**config.mk**
```make
export PLATFORM = sky130hd
export DESIGN_NAME = rgb_pwm_ctrl
export DESIGN_NICKNAME = d
export VERILOG_FILES = /design/src/rtl/rgb_pwm_ctrl.sv
export SDC_FILE = /design/constraint.sdc
export NUM_CORES = 1
export LEC_CHECK = 0
export CAP_MARGIN = 10
export CORE_ASPECT_RATIO = 1.4
export CORE_UTILIZATION = 35
export CTS_BUF_LIST = sky130_fd_sc_hd__clkbuf_8
export DETAILED_ROUTE_END_ITERATION = 7
export PLACE_DENSITY_LB_ADDON = 0.05
export RECOVER_POWER = 25
export SYNTH_ARGS = -nofsm -noshare
export SYNTH_HDL_FRONTEND = slang
export SYNTH_SLANG_ARGS = --single-unit
```
**constraint.sdc**
```tcl
create_clock -name clk -period 6.17 [get_ports clk]
set_input_delay 1.234 -clock clk [delete_from_list [all_inputs] [get_ports clk]]
set_output_delay 1.234 -clock clk [all_outputs]
set_load 0.05 [all_outputs]
```
**src/rtl/rgb_pwm_ctrl.sv**
```systemverilog
// rgb_pwm_ctrl
//   APB-programmable 3-channel PWM generator with a hardware fade engine.
//   Drives the RGB0PWM/RGB1PWM/RGB2PWM inputs of an SB_RGBA_DRV LED driver.
//
// Parameters
//   PRESCALE : PWM counter advances once every PRESCALE+1 clocks (0..255)
//   W_RATE   : width of the fade-rate divisor register (1..32)
//
// Ports
//   clk, rst_n            : clock, asynchronous active-low reset
//   apbs_psel/penable/pwrite/paddr/pwdata : APB slave request
//   apbs_prdata           : combinational read data
//   apbs_pready           : always 1 (zero wait states)
//   apbs_pslverr          : always 0
//   pwm_out[2:0]          : registered PWM, [0]=R [1]=G [2]=B
//   fade_done_irq         : level, FADE_EN and DUTY==TARGET on all channels
//
// Register map (paddr[3:2])
//   0x0 CSR    : [0] EN, [1] FADE_EN, [8] DONE (read-only)
//   0x4 DUTY   : [7:0] R, [15:8] G, [23:16] B
//   0x8 TARGET : same packing as DUTY
//   0xC RATE   : [W_RATE-1:0]
module rgb_pwm_ctrl #(
  parameter int PRESCALE = 0,
  parameter int W_RATE   = 16
) (
  input  logic        clk,
  input  logic        rst_n,
  input  logic        apbs_psel,
  input  logic        apbs_penable,
  input  logic        apbs_pwrite,
  input  logic [15:0] apbs_paddr,
  input  logic [31:0] apbs_pwdata,
  output logic [31:0] apbs_prdata,
  output logic        apbs_pready,
  output logic        apbs_pslverr,
  output logic [2:0]  pwm_out,
  output logic        fade_done_irq
);

  localparam logic [7:0] PRE_MAX = 8'(PRESCALE);

  logic              r_en;
  logic              r_fade_en;
  logic [23:0]       r_duty;
  logic [23:0]       r_target;
  logic [W_RATE-1:0] r_rate;
  logic [W_RATE-1:0] r_fcnt;
  logic [7:0]        r_pre;
  logic [7:0]        r_cnt;
  logic [2:0]        r_pwm;

  logic              w_wr;
  logic              w_wr_csr;
  logic              w_wr_duty;
  logic              w_wr_target;
  logic              w_wr_rate;
  logic              w_step;
  logic              w_tick;
  logic              w_done;
  logic [23:0]       w_duty_step;
  logic [2:0]        w_pwm_next;
  logic              w_unused;

  assign apbs_pready   = 1'b1;
  assign apbs_pslverr  = 1'b0;
  assign pwm_out       = r_pwm;
  assign fade_done_irq = w_done;

  // Address bits outside [3:2] are ignored by design.
  assign w_unused = &{1'b0, apbs_paddr[15:4], apbs_paddr[1:0], apbs_pwdata};

  always_comb begin
    w_wr        = apbs_psel & apbs_penable & apbs_pwrite;
    w_wr_csr    = w_wr & (apbs_paddr[3:2] == 2'd0);
    w_wr_duty   = w_wr & (apbs_paddr[3:2] == 2'd1);
    w_wr_target = w_wr & (apbs_paddr[3:2] == 2'd2);
    w_wr_rate   = w_wr & (apbs_paddr[3:2] == 2'd3);
    w_step      = (r_pre == PRE_MAX);
    w_tick      = r_fade_en & (r_fcnt == r_rate);
    w_done      = r_fade_en & (r_duty == r_target);
  end

  // One-step move of every channel toward its target; channels already at
  // target keep their value, so the ramp can never overshoot.
  always_comb begin
    w_duty_step = r_duty;
    for (int unsigned i = 0; i < 3; i++) begin
      if (r_duty[8*i +: 8] < r_target[8*i +: 8])
        w_duty_step[8*i +: 8] = r_duty[8*i +: 8] + 8'd1;
      else if (r_duty[8*i +: 8] > r_target[8*i +: 8])
        w_duty_step[8*i +: 8] = r_duty[8*i +: 8] - 8'd1;
    end
  end

  always_comb begin
    w_pwm_next = '0;
    for (int unsigned i = 0; i < 3; i++)
      w_pwm_next[i] = r_en & (r_cnt < r_duty[8*i +: 8]);
  end

  always_comb begin
    apbs_prdata = '0;
    case (apbs_paddr[3:2])
      2'd0:    apbs_prdata = {23'd0, w_done, 6'd0, r_fade_en, r_en};
      2'd1:    apbs_prdata = {8'd0, r_duty};
      2'd2:    apbs_prdata = {8'd0, r_target};
      default: apbs_prdata = 32'(r_rate);
    endcase
  end

  always_ff @(posedge clk or negedge rst_n) begin
    if (!rst_n) begin
      r_en      <= 1'b0;
      r_fade_en <= 1'b0;
      r_target  <= '0;
      r_rate    <= '0;
    end else begin
      if (w_wr_csr) begin
        r_en      <= apbs_pwdata[0];
        r_fade_en <= apbs_pwdata[1];
      end
      if (w_wr_target) r_target <= apbs_pwdata[23:0];
      if (w_wr_rate)   r_rate   <= apbs_pwdata[W_RATE-1:0];
    end
  end

  // A software DUTY write takes priority over a coincident fade tick.
  always_ff @(posedge clk or negedge rst_n) begin
    if (!rst_n)
      r_duty <= '0;
    else if (w_wr_duty)
      r_duty <= apbs_pwdata[23:0];
    else if (w_tick)
      r_duty <= w_duty_step;
  end

  always_ff @(posedge clk or negedge rst_n) begin
    if (!rst_n) begin
      r_pre <= '0;
      r_cnt <= '0;
    end else begin
      if (w_step) begin
        r_pre <= '0;
        r_cnt <= r_cnt + 8'd1;
      end else begin
        r_pre <= r_pre + 8'd1;
      end
    end
  end

  always_ff @(posedge clk or negedge rst_n) begin
    if (!rst_n)
      r_fcnt <= '0;
    else if (!r_fade_en || w_wr_rate || w_tick)
      r_fcnt <= '0;
    else
      r_fcnt <= r_fcnt + 1'b1;
  end

  always_ff @(posedge clk or negedge rst_n) begin
    if (!rst_n)
      r_pwm <= '0;
    else
      r_pwm <= w_pwm_next;
  end

endmodule

```
==> metrics.csv <==
metric,value,unit
largest net degree at the start of global routing,62,
CORE AREA,18700,um^2
Peak supply drop,131,uV
Seq cells post-synth,101,
buffers added on ports,58,
First DRT Iteration DRCs,243,
Fin Setup TNS,0,ns
Hold Worst Slack,0.482,ns
TritonCTS clock tree,built,
Worst-Margin Slew,3.50,ns
worst r2r src,r_duty[16],
clk root buf,clkbuf_8,
pwr dens,446,nW/um^2
worst hold start,r_pre[7],
Crit Path Class,in -> out,
nets@finish,885,
Initial DRT Pass Iterations,4,
placed cells,994,
post-synthesis sequential area ratio,37.7,%
Row Count,59,
Crit. End Element,output pin,
worst path arrival time,3.55,ns
final WL,17400,um
status,finished with violations,
antenna-violating nets left,0,
vias in the first global route,5195,
total global routing overflow,0,
Fillers,1912,
area grow syn2layout,13.7,%
Bufs on Longest Clock Path,2,
Final Skew,0.0123,ns
initial core utilization,35.8,%
final RePlAce weighted congestion,0.802,
Num CTS Buffers,9,
relative max-transition margin,-133,%
Reg2Reg Depth,14,
worst-skew pair later-pin latency,0.39,ns
Yosys warnings,0,
fin. max-slew vios,62,
Die X,119,um
fin crit share,77.5,%
Final Setup Violations,0,
ys async rst share,100,%
Hold Path Depth,1,
"EDFF count, synth",0,
Crit Path Max Fanout,22,
total track usage,18.4,%
FMAX,209,MHz
Worst Hold Class,reg -> reg,
# diodes,0,
initial antenna violation count,0,
Worst-path clk slew,0.10,ns
"Cell Area, Synth",6700,um^2
PnR Total Power,0.00339,W
clk sinks,101,
Pleak,3.43,nW
Syn Area/Cell,9.43,um^2
DR vias,5047,
die area,19700,um^2
wire length per cell,17.2,um
"Req. time, crit path",4.94,ns
"Hold Vio Cnt, Final",0,
final core utilization,40.8,%
first-pass GRT wire length,27900,um
setup repair bufs after CTS,0,
final std cells w/o fill,1010,
CTS Hold Bufs,0,
"Gates resized, CTS repair",0,
Worst setup SP type,input pin,
unrepaired setup endpoints after global routing,false,
top_reg_cell synth,dfrtp_1,
CP startpoint,apbs_paddr[3],
# IOs,91,
synth unique cells,41,
share of layout cells above drive strength 1,9.40,%
drt via density,5.00,
failing checks,"capacitance limit, slew limit",
dpl hpwl,13300,um
minimum clock period,4.78,ns
Synth Instances,710,
max-cap violations,1,
CTS H-tree lvls,3,
Die Y,166,um
drt drc,0,
cell families after synthesis:
logic type | synth area share, %
AO/OA/AOI/OAI | 12.7
XOR/XNOR | 8.37
flip-flops | 37.7
other | 0.112
multiplexers | 8.07
adder cells (fa/ha/maj) | 13.6
AND/OR/NAND/NOR | 13.0
buffers and inverters | 6.34
final timing paths:
check	end	slack [ns]
min in group asynchronous	r_pre[4]	2.02
max in group asynchronous	r_duty[6]	2.09
worst max register to register	r_duty[22]	2.90
worst min-delay path	r_pre[7]	0.48
worst min register to register	r_pre[7]	0.48
worst max-delay path	apbs_prdata[20]	1.39
critical path: stages:
cell,delay (ns)
clkdlybuf4s50_1,0.46
buf_4,0.29
nor2b_1,0.55
a22o_1,0.22
clkdlybuf4s50_1,0.80
registers in the layout, indices dropped and copies added (netlist names):
register,flops
r_duty,24
r_fcnt,16
r_fade_en,1
pwm_out,3
r_rate,16
r_target,24
r_en,1
r_pre,8
r_cnt,8
synth_stat cells, drive strengths merged, types with 4 or more instances:
library cell,n,area (um^2)
mux2,25,293
a21o,6,45.0
nor3,7,35.0
dfrtp,101,2530
a22o,21,184
buf,22,150
inv,61,229
nor2,52,195
a21oi,42,210
nand2,65,244
mux2i,18,180
clkbuf,12,45.0
nand4,4,25.0
ha,68,851
nand3,26,130
and3,10,62.6
o21ai,55,275
nor4,8,50.1
xnor2,36,315
o211ai,6,45.0
xor2,28,245
per-stage QoR:
step / area [um^2] / setup WS, ns
2_1_floorplan: 6730 / 2.35
3_3_place_gp: 7440 / 1.38
3_5_place_dp: 7440 / 1.38
4_1_cts: 7610 / 1.36
5_1_grt: 7610 / 1.29
6_report: 7610 / 1.39
where the power goes:
part,internal (W),switching (W),total [W]
sequential,0.000806,0.000169,0.000975
clock,0.000148,0.000253,0.000401
combinational,0.000863,0.00116,0.00202
total,0.00182,0.00158,0.00339
metal layers:
metal	GRT usage, %	part of all wire [%]	vias up
met2	33.7	53	69
met5	0	0	-
li1	-	-	2514
met4	5.39	1.6	0
met3	2.72	3.2	13
met1	22.0	42	2451
cell usage in the layout (no fill, tap or decap), types with 4 or more instances in the layout:
| cell | count |
|---|---|
| a21o_1 | 6 |
| a21oi_1 | 42 |
| a22o_1 | 21 |
| and3_1 | 10 |
| buf_4 | 26 |
| clkbuf_8 | 9 |
| clkdlybuf4s50_1 | 39 |
| conb_1 | 10 |
| dfrtp_1 | 101 |
| ha_1 | 68 |
| inv_1 | 62 |
| mux2_2 | 22 |
| mux2i_1 | 18 |
| nand2_1 | 65 |
| nand3_1 | 26 |
| nand4_1 | 4 |
| nor2_1 | 52 |
| nor3_1 | 7 |
| nor4_1 | 8 |
| o211ai_1 | 6 |
| o21ai_0 | 55 |
| xnor2_1 | 36 |
| xor2_1 | 28 |
layout make-up:
type / count / area [um^2] / share of cell area [%]
Sequential cell: 101 / 2530 / 33.2
Clock buffer: 9 / 124 / 1.63
Tap cell: 244 / 305 / 4.01
Multi-Input combinational cell: 522 / 3790 / 49.8
Timing Repair Buffer: 66 / 589 / 7.74
Clock inverter: 7 / 48.8 / 0.641
Inverter: 61 / 229 / 3.01
(Power assumes the default switching activity.)
